## config.mk

```make
export PLATFORM = sky130hd
export DESIGN_NAME = shift_sequencer_flat
export DESIGN_NICKNAME = d
export VERILOG_FILES = /design/src/rtl/shift_sequencer_if.sv /design/src/rtl/shift_sequencer.sv /design/src/flat_wrapper.sv
export SDC_FILE = /design/constraint.sdc
export NUM_CORES = 1
export LEC_CHECK = 0
export ABC_CLOCK_PERIOD_IN_PS = 2100
export CORE_AREA = 2 2 39 41
export DETAILED_ROUTE_END_ITERATION = 16
export DIE_AREA = 0 0 41 43
export GPL_ROUTABILITY_DRIVEN = 0
export SLEW_MARGIN = 30
export SYNTH_ARGS = -nofsm -noshare
export SYNTH_HDL_FRONTEND = slang
export SYNTH_SLANG_ARGS = --single-unit
export TNS_END_PERCENT = 100
```

## constraint.sdc

```tcl
create_clock -name clk -period 2.1 [get_ports clk]
set_input_delay 0.21 -clock clk [delete_from_list [all_inputs] [get_ports clk]]
set_output_delay 0.21 -clock clk [all_outputs]
set_load 0.1 [all_outputs]
```

## src/rtl/shift_sequencer_if.sv

```systemverilog
// Handshake bundle for shift_sequencer.
// The master side (controller/testbench) drives load, len, hold and abort.
// The slave side (the sequencer) drives shift, wr, busy, cnt and err.
// Parameter CW: width of the length/count path.
interface shift_sequencer_if #(
  parameter int CW = 4
);
  logic          load;
  logic [CW-1:0] len;
  logic          hold;
  logic          abort;
  logic          shift;
  logic          wr;
  logic          busy;
  logic [CW-1:0] cnt;
  logic          err;

  modport master (
    output load, len, hold, abort,
    input  shift, wr, busy, cnt, err
  );

  modport slave (
    input  load, len, hold, abort,
    output shift, wr, busy, cnt, err
  );
endinterface

```

## src/rtl/shift_sequencer.sv

```systemverilog
// shift_sequencer: issues a burst of `len` shift enables after a load request.
// Ports:
//   clk  - clock, rising edge
//   rst  - asynchronous active-high reset
//   bus  - shift_sequencer_if.slave
//          in : load, len[CW-1:0], hold, abort
//          out: shift (combinational busy & ~hold), wr (one-cycle completion
//               strobe), busy (state RUN), cnt[CW-1:0] (remaining shifts),
//               err (one-cycle rejected-load pulse)
// Optional feature: define SHIFT_SEQ_PRELOAD_EN to add a one-deep pending
// length register so a load during a burst chains a second burst with no gap.
// Without it, any load while busy is rejected with err.
module shift_sequencer #(
  parameter int CW = 4
) (
  input  logic            clk,
  input  logic            rst,
  shift_sequencer_if.slave bus
);

  typedef enum logic {
    IDLE = 1'b0,
    RUN  = 1'b1
  } state_t;

  state_t        state;
  logic [CW-1:0] cnt_q;
  logic          wr_q;
  logic          err_q;
  logic          last;

`ifdef SHIFT_SEQ_PRELOAD_EN
  logic [CW-1:0] pend_q;
  logic          pend_v;
`endif

  // Final shift of the current burst happens on this edge.
  always_comb last = (state == RUN) && !bus.hold && (cnt_q == CW'(1));

  always_ff @(posedge clk or posedge rst) begin
    if (rst) begin
      state  <= IDLE;
      cnt_q  <= '0;
      wr_q   <= 1'b0;
      err_q  <= 1'b0;
`ifdef SHIFT_SEQ_PRELOAD_EN
      pend_q <= '0;
      pend_v <= 1'b0;
`endif
    end else begin
      wr_q  <= 1'b0;
      err_q <= 1'b0;
      if (bus.abort) begin
        state  <= IDLE;
        cnt_q  <= '0;
`ifdef SHIFT_SEQ_PRELOAD_EN
        pend_v <= 1'b0;
`endif
      end else if (state == IDLE) begin
        if (bus.load) begin
          if (bus.len != '0) begin
            cnt_q <= bus.len;
            state <= RUN;
          end else begin
            err_q <= 1'b1;
          end
        end
      end else begin
        if (last) begin
          wr_q <= 1'b1;
`ifdef SHIFT_SEQ_PRELOAD_EN
          // Chain straight into the next burst: stored length first,
          // otherwise a load arriving on the completion edge itself.
          if (pend_v) begin
            cnt_q  <= pend_q;
            pend_v <= 1'b0;
          end else if (bus.load && (bus.len != '0)) begin
            cnt_q <= bus.len;
          end else begin
            state <= IDLE;
            cnt_q <= '0;
          end
`else
          state <= IDLE;
          cnt_q <= '0;
`endif
        end else if (!bus.hold) begin
          cnt_q <= cnt_q - CW'(1);
        end
`ifdef SHIFT_SEQ_PRELOAD_EN
        if (bus.load) begin
          if ((bus.len == '0) || pend_v) begin
            err_q <= 1'b1;
          end else if (!last) begin
            pend_q <= bus.len;
            pend_v <= 1'b1;
          end
        end
`else
        if (bus.load) err_q <= 1'b1;
`endif
      end
    end
  end

  assign bus.busy  = (state == RUN);
  assign bus.shift = (state == RUN) && !bus.hold;
  assign bus.cnt   = cnt_q;
  assign bus.wr    = wr_q;
  assign bus.err   = err_q;

endmodule

```

## src/flat_wrapper.sv

```systemverilog
// flat-port wrapper written by rule: the top's interface ports become plain ports
module shift_sequencer_flat 
#(
  parameter int CW = 4
)
  (clk, rst, bus_load, bus_len, bus_hold, bus_abort, bus_shift, bus_wr, bus_busy, bus_cnt, bus_err);
  shift_sequencer_if #(.CW(CW)) bus_i ();
  input  logic clk;
  input  logic rst;
  input wire logic [$bits(bus_i.load)-1:0] bus_load;
  input wire logic [$bits(bus_i.len)-1:0] bus_len;
  input wire logic [$bits(bus_i.hold)-1:0] bus_hold;
  input wire logic [$bits(bus_i.abort)-1:0] bus_abort;
  output wire logic [$bits(bus_i.shift)-1:0] bus_shift;
  output wire logic [$bits(bus_i.wr)-1:0] bus_wr;
  output wire logic [$bits(bus_i.busy)-1:0] bus_busy;
  output wire logic [$bits(bus_i.cnt)-1:0] bus_cnt;
  output wire logic [$bits(bus_i.err)-1:0] bus_err;
  assign bus_i.load = bus_load;
  assign bus_i.len = bus_len;
  assign bus_i.hold = bus_hold;
  assign bus_i.abort = bus_abort;
  assign bus_shift = bus_i.shift;
  assign bus_wr = bus_i.wr;
  assign bus_busy = bus_i.busy;
  assign bus_cnt = bus_i.cnt;
  assign bus_err = bus_i.err;
  shift_sequencer #(.CW(CW)) u_core (.clk(clk), .rst(rst), .bus(bus_i));
endmodule
```

==> impl_metrics.py <==
metrics = {
    "clock_network": {
        "cts-root-buf": "sky130_fd_sc_hd__clkbuf_4",
        "post_cts.repair.setup_buffers": 0,
        "num_cts_buffers": 3,
        "cts_resized": 0,
        "cts_buffer_depth": 2,
        "h-tree-depth": 1,
        "clock_latency_ns": 0.25,
        "cts-hold-fix-buffers": 0,
        "cts_tree": "done",
        "clock-sinks": 7,
        "clkTransAtPathRegs_ns": 0.05,
    },
    "logic_synthesis": {
        "ys_async_sr_fraction_pct": 100,
        "syn_nets": 55,
        "synth_largest_type_area_fraction_pct": 39.1,
        "synth_area_leaders": "sky130_fd_sc_hd__dfrtp_1 (39%), sky130_fd_sc_hd__inv_1 (6.7%), sky130_fd_sc_hd__o41ai_4 (6.1%), sky130_fd_sc_hd__ha_1 (5.6%), sky130_fd_sc_hd__o311ai_2 (3.6%)",
        "synth-seq-cells": 7,
        "synth_area_um2": 448,
        "synth_common_cells": "sky130_fd_sc_hd__inv_1 (8), sky130_fd_sc_hd__dfrtp_1 (7), sky130_fd_sc_hd__nand2_1 (3)",
        "synthesis.area_per_instance_um2": 10.2,
        "number_of_instances_in_the_synthesized_netlist": 44,
        "netlist.top_cell.by_area": "sky130_fd_sc_hd__dfrtp_1",
        "synth_enable_flop_cells": 0,
        "post-synth-top-count-cell": "sky130_fd_sc_hd__inv_1",
        "yosysWarnings": 0,
        "synth_sequential_area_ratio_pct": 39.1,
        "postSynth.topFlopCell": "sky130_fd_sc_hd__dfrtp_1",
        "synth_cell_types": 25,
    },
    "floorplan": {
        "ios": 17,
        "die-height_um": 43,
        "design.core.area_um2": 1380,
        "die_w_um": 41,
        "initial_core_util_pct": 32.4,
        "rows": 14,
        "design.die.area_um2": 1760,
    },
    "setup_path": {
        "crit_path_start_kind": "flip-flop",
        "reg2regPathDepth": 5,
        "crit_required_ns": 2.23,
        "setup.worst_path.end_class": "flip-flop",
        "timing.critical_path.fanout_max": 5,
        "timing.setup.critical_path_class": "flip-flop to flip-flop",
        "cp_data_arrival_time_ns": 1.69,
    },
    "sta": {
        "transition_time_of_the_tightest_slew_check_pin_ns": 0.367,
        "min_period_over_period_pct": 74.1,
        "maxClockFrequency_mhz": 643,
        "rsz0062_at_grt": "no",
        "clock-skew-final_ns": 0.00215,
        "setup_total_negative_slack_ns": 0,
        "final_number_of_hold_violating_endpoints": 0,
        "maxSlewHeadroom_pct": 75.5,
        "post-route-min-period_ns": 1.56,
        "setup_violations": 0,
        "final_max_slew_viol_count": 0,
    },
    "pwr": {
        "power.static_leakage_nw": 0.287,
        "ir_drop_v": 0.000297,
        "p_per_area_nw_per_um2": 717,
    },
    "route": {
        "num_vias": 412,
        "drc": 0,
        "vias_per_cell": 5.22,
        "detailedRoute.firstPassIterationCount": 2,
        "detail_route.iter0.violations": 4,
        "total_wirelength_of_the_detailed_routed_design_mm": 1.04,
        "dr_wl_cell_um": 13.2,
        "antenna_violating_nets_post_route": 0,
    },
    "layout": {
        "layout.core_utilization_pct": 46.7,
        "area_delta_synth_final_pct": 44.4,
        "drive_above_1_share_pct": 27.0,
        "fin_nets": 75,
        "multi_input_area_um2": 238,
        "area_of_all_sequential_standard_cells_um2": 176,
        "antennaDiodeCount": 0,
        "num-fill-cells": 145,
    },
    "grt": {
        "first_global_vias": 418,
        "gr-usage-all-layers_pct": 15.8,
        "grt_overflow": 0,
        "antenna_found_initial": 0,
        "grt_first_pass_wirelength_mm": 1.85,
        "pin_count_of_the_biggest_net_entering_global_routing": 11,
    },
    "status": {
        "run_status": "completed",
    },
    "min_path": {
        "min_path_type": "primary input to async pin",
    },
    "placement": {
        "port-buffer-count": 16,
        "hpwlAfterDp_um": 808,
    },
    "run": {
        "cap_violations": 0,
    },
}
[metal layers]
metal / track usage (%) / part of all wire [%] / vias up
met4: 8.00 / 1.1 / 0
met3: 4.71 / 6.0 / 2
met5: 0 / 0 / -
li1: - / - / 207
met2: 22.2 / 46 / 16
met1: 21.0 / 47 / 187
[worst max-delay path, stage by stage (launching register included)]
cell and delay (ns):
sky130_fd_sc_hd__dfrtp_1 0.42, sky130_fd_sc_hd__inv_1 0.10, sky130_fd_sc_hd__ha_1 0.15, sky130_fd_sc_hd__or3b_1 0.42, sky130_fd_sc_hd__a32oi_1 0.25, sky130_fd_sc_hd__a21oi_1 0.09
[registers in the layout, summed over array words and instances (netlist names)]
register	flops
u_core.bus.busy	1
u_core.bus.err	1
u_core.bus.cnt	4
u_core.bus.wr	1
[stage by stage]
| stage | total power, W | instances | setup WS (ns) | instance area, um2 | hold WS [ns] |
|---|---|---|---|---|---|
| 2_1_floorplan | 0.000290 | 44 | 0.0558 | 453 | 0.0133 |
| 3_3_place_gp | 0.000345 | 75 | 0.509 | 621 | 0.454 |
| 3_5_place_dp | 0.000344 | 75 | 0.495 | 621 | 0.460 |
| 4_1_cts | 0.000472 | 79 | 0.523 | 647 | 0.193 |
| 5_1_grt | 0.000491 | 79 | 0.423 | 647 | 0.232 |
| 6_report | 0.000464 | 79 | 0.544 | 647 | 0.186 |
[path summary, 6_finish.rpt]
check / slack [ns] / from / to
min reg2reg: 0.59 / u_core.bus.cnt[1]$_DFFE_PP0P_ / u_core.bus.cnt[1]$_DFFE_PP0P_
min in group clk: 0.59 / u_core.bus.cnt[1]$_DFFE_PP0P_ / u_core.bus.cnt[1]$_DFFE_PP0P_
max in group asynchronous: 1.69 / rst / u_core.bus.busy$_DFF_PP0_
max: 0.54 / u_core.bus.cnt[1]$_DFFE_PP0P_ / u_core.bus.cnt[0]$_DFFE_PP0P_
max reg2reg: 0.54 / u_core.bus.cnt[1]$_DFFE_PP0P_ / u_core.bus.cnt[0]$_DFFE_PP0P_
min: 0.19 / rst / u_core.bus.cnt[1]$_DFFE_PP0P_
[layout by cell type (no fill, tap or decap), drive strengths merged, types with 3 or more instances in the layout]
cell type,count
clkbuf,4
nand2,3
clkdlybuf4s50,8
buf,8
inv,7
dfrtp,7
[cell type report]
cell class                      instances  share of cell area (%)
Clock buffer                            4                    4.06
Inverter                                8                    5.22
Multi-Input combinational cell         28                    36.8
Sequential cell                         7                    27.3
Tap cell                               16                    3.09
Timing Repair Buffer                   16                    23.6
[report_power, final]
group	total, W	internal [W]	switching, W
logic	0.000179	0.0000534	0.000125
registers	0.000162	0.000145	0.0000165
clock network	0.000123	0.0000726	0.0000506
[cell families (layout without fill, tap and decap cells)]
kind of cell               after synthesis  after routing  synth area share (%)
AOI/OAI and AO/OA                       15             15                  32.4
adders and majority gates                2              2                  5.59
buffers and inverters                    9             28                  7.82
DFF                                      7              7                  39.1
muxes                                    1              1                  2.23
and+or+nand+nor                         10             10                  12.8
Power figures use the tool's default switching activity.
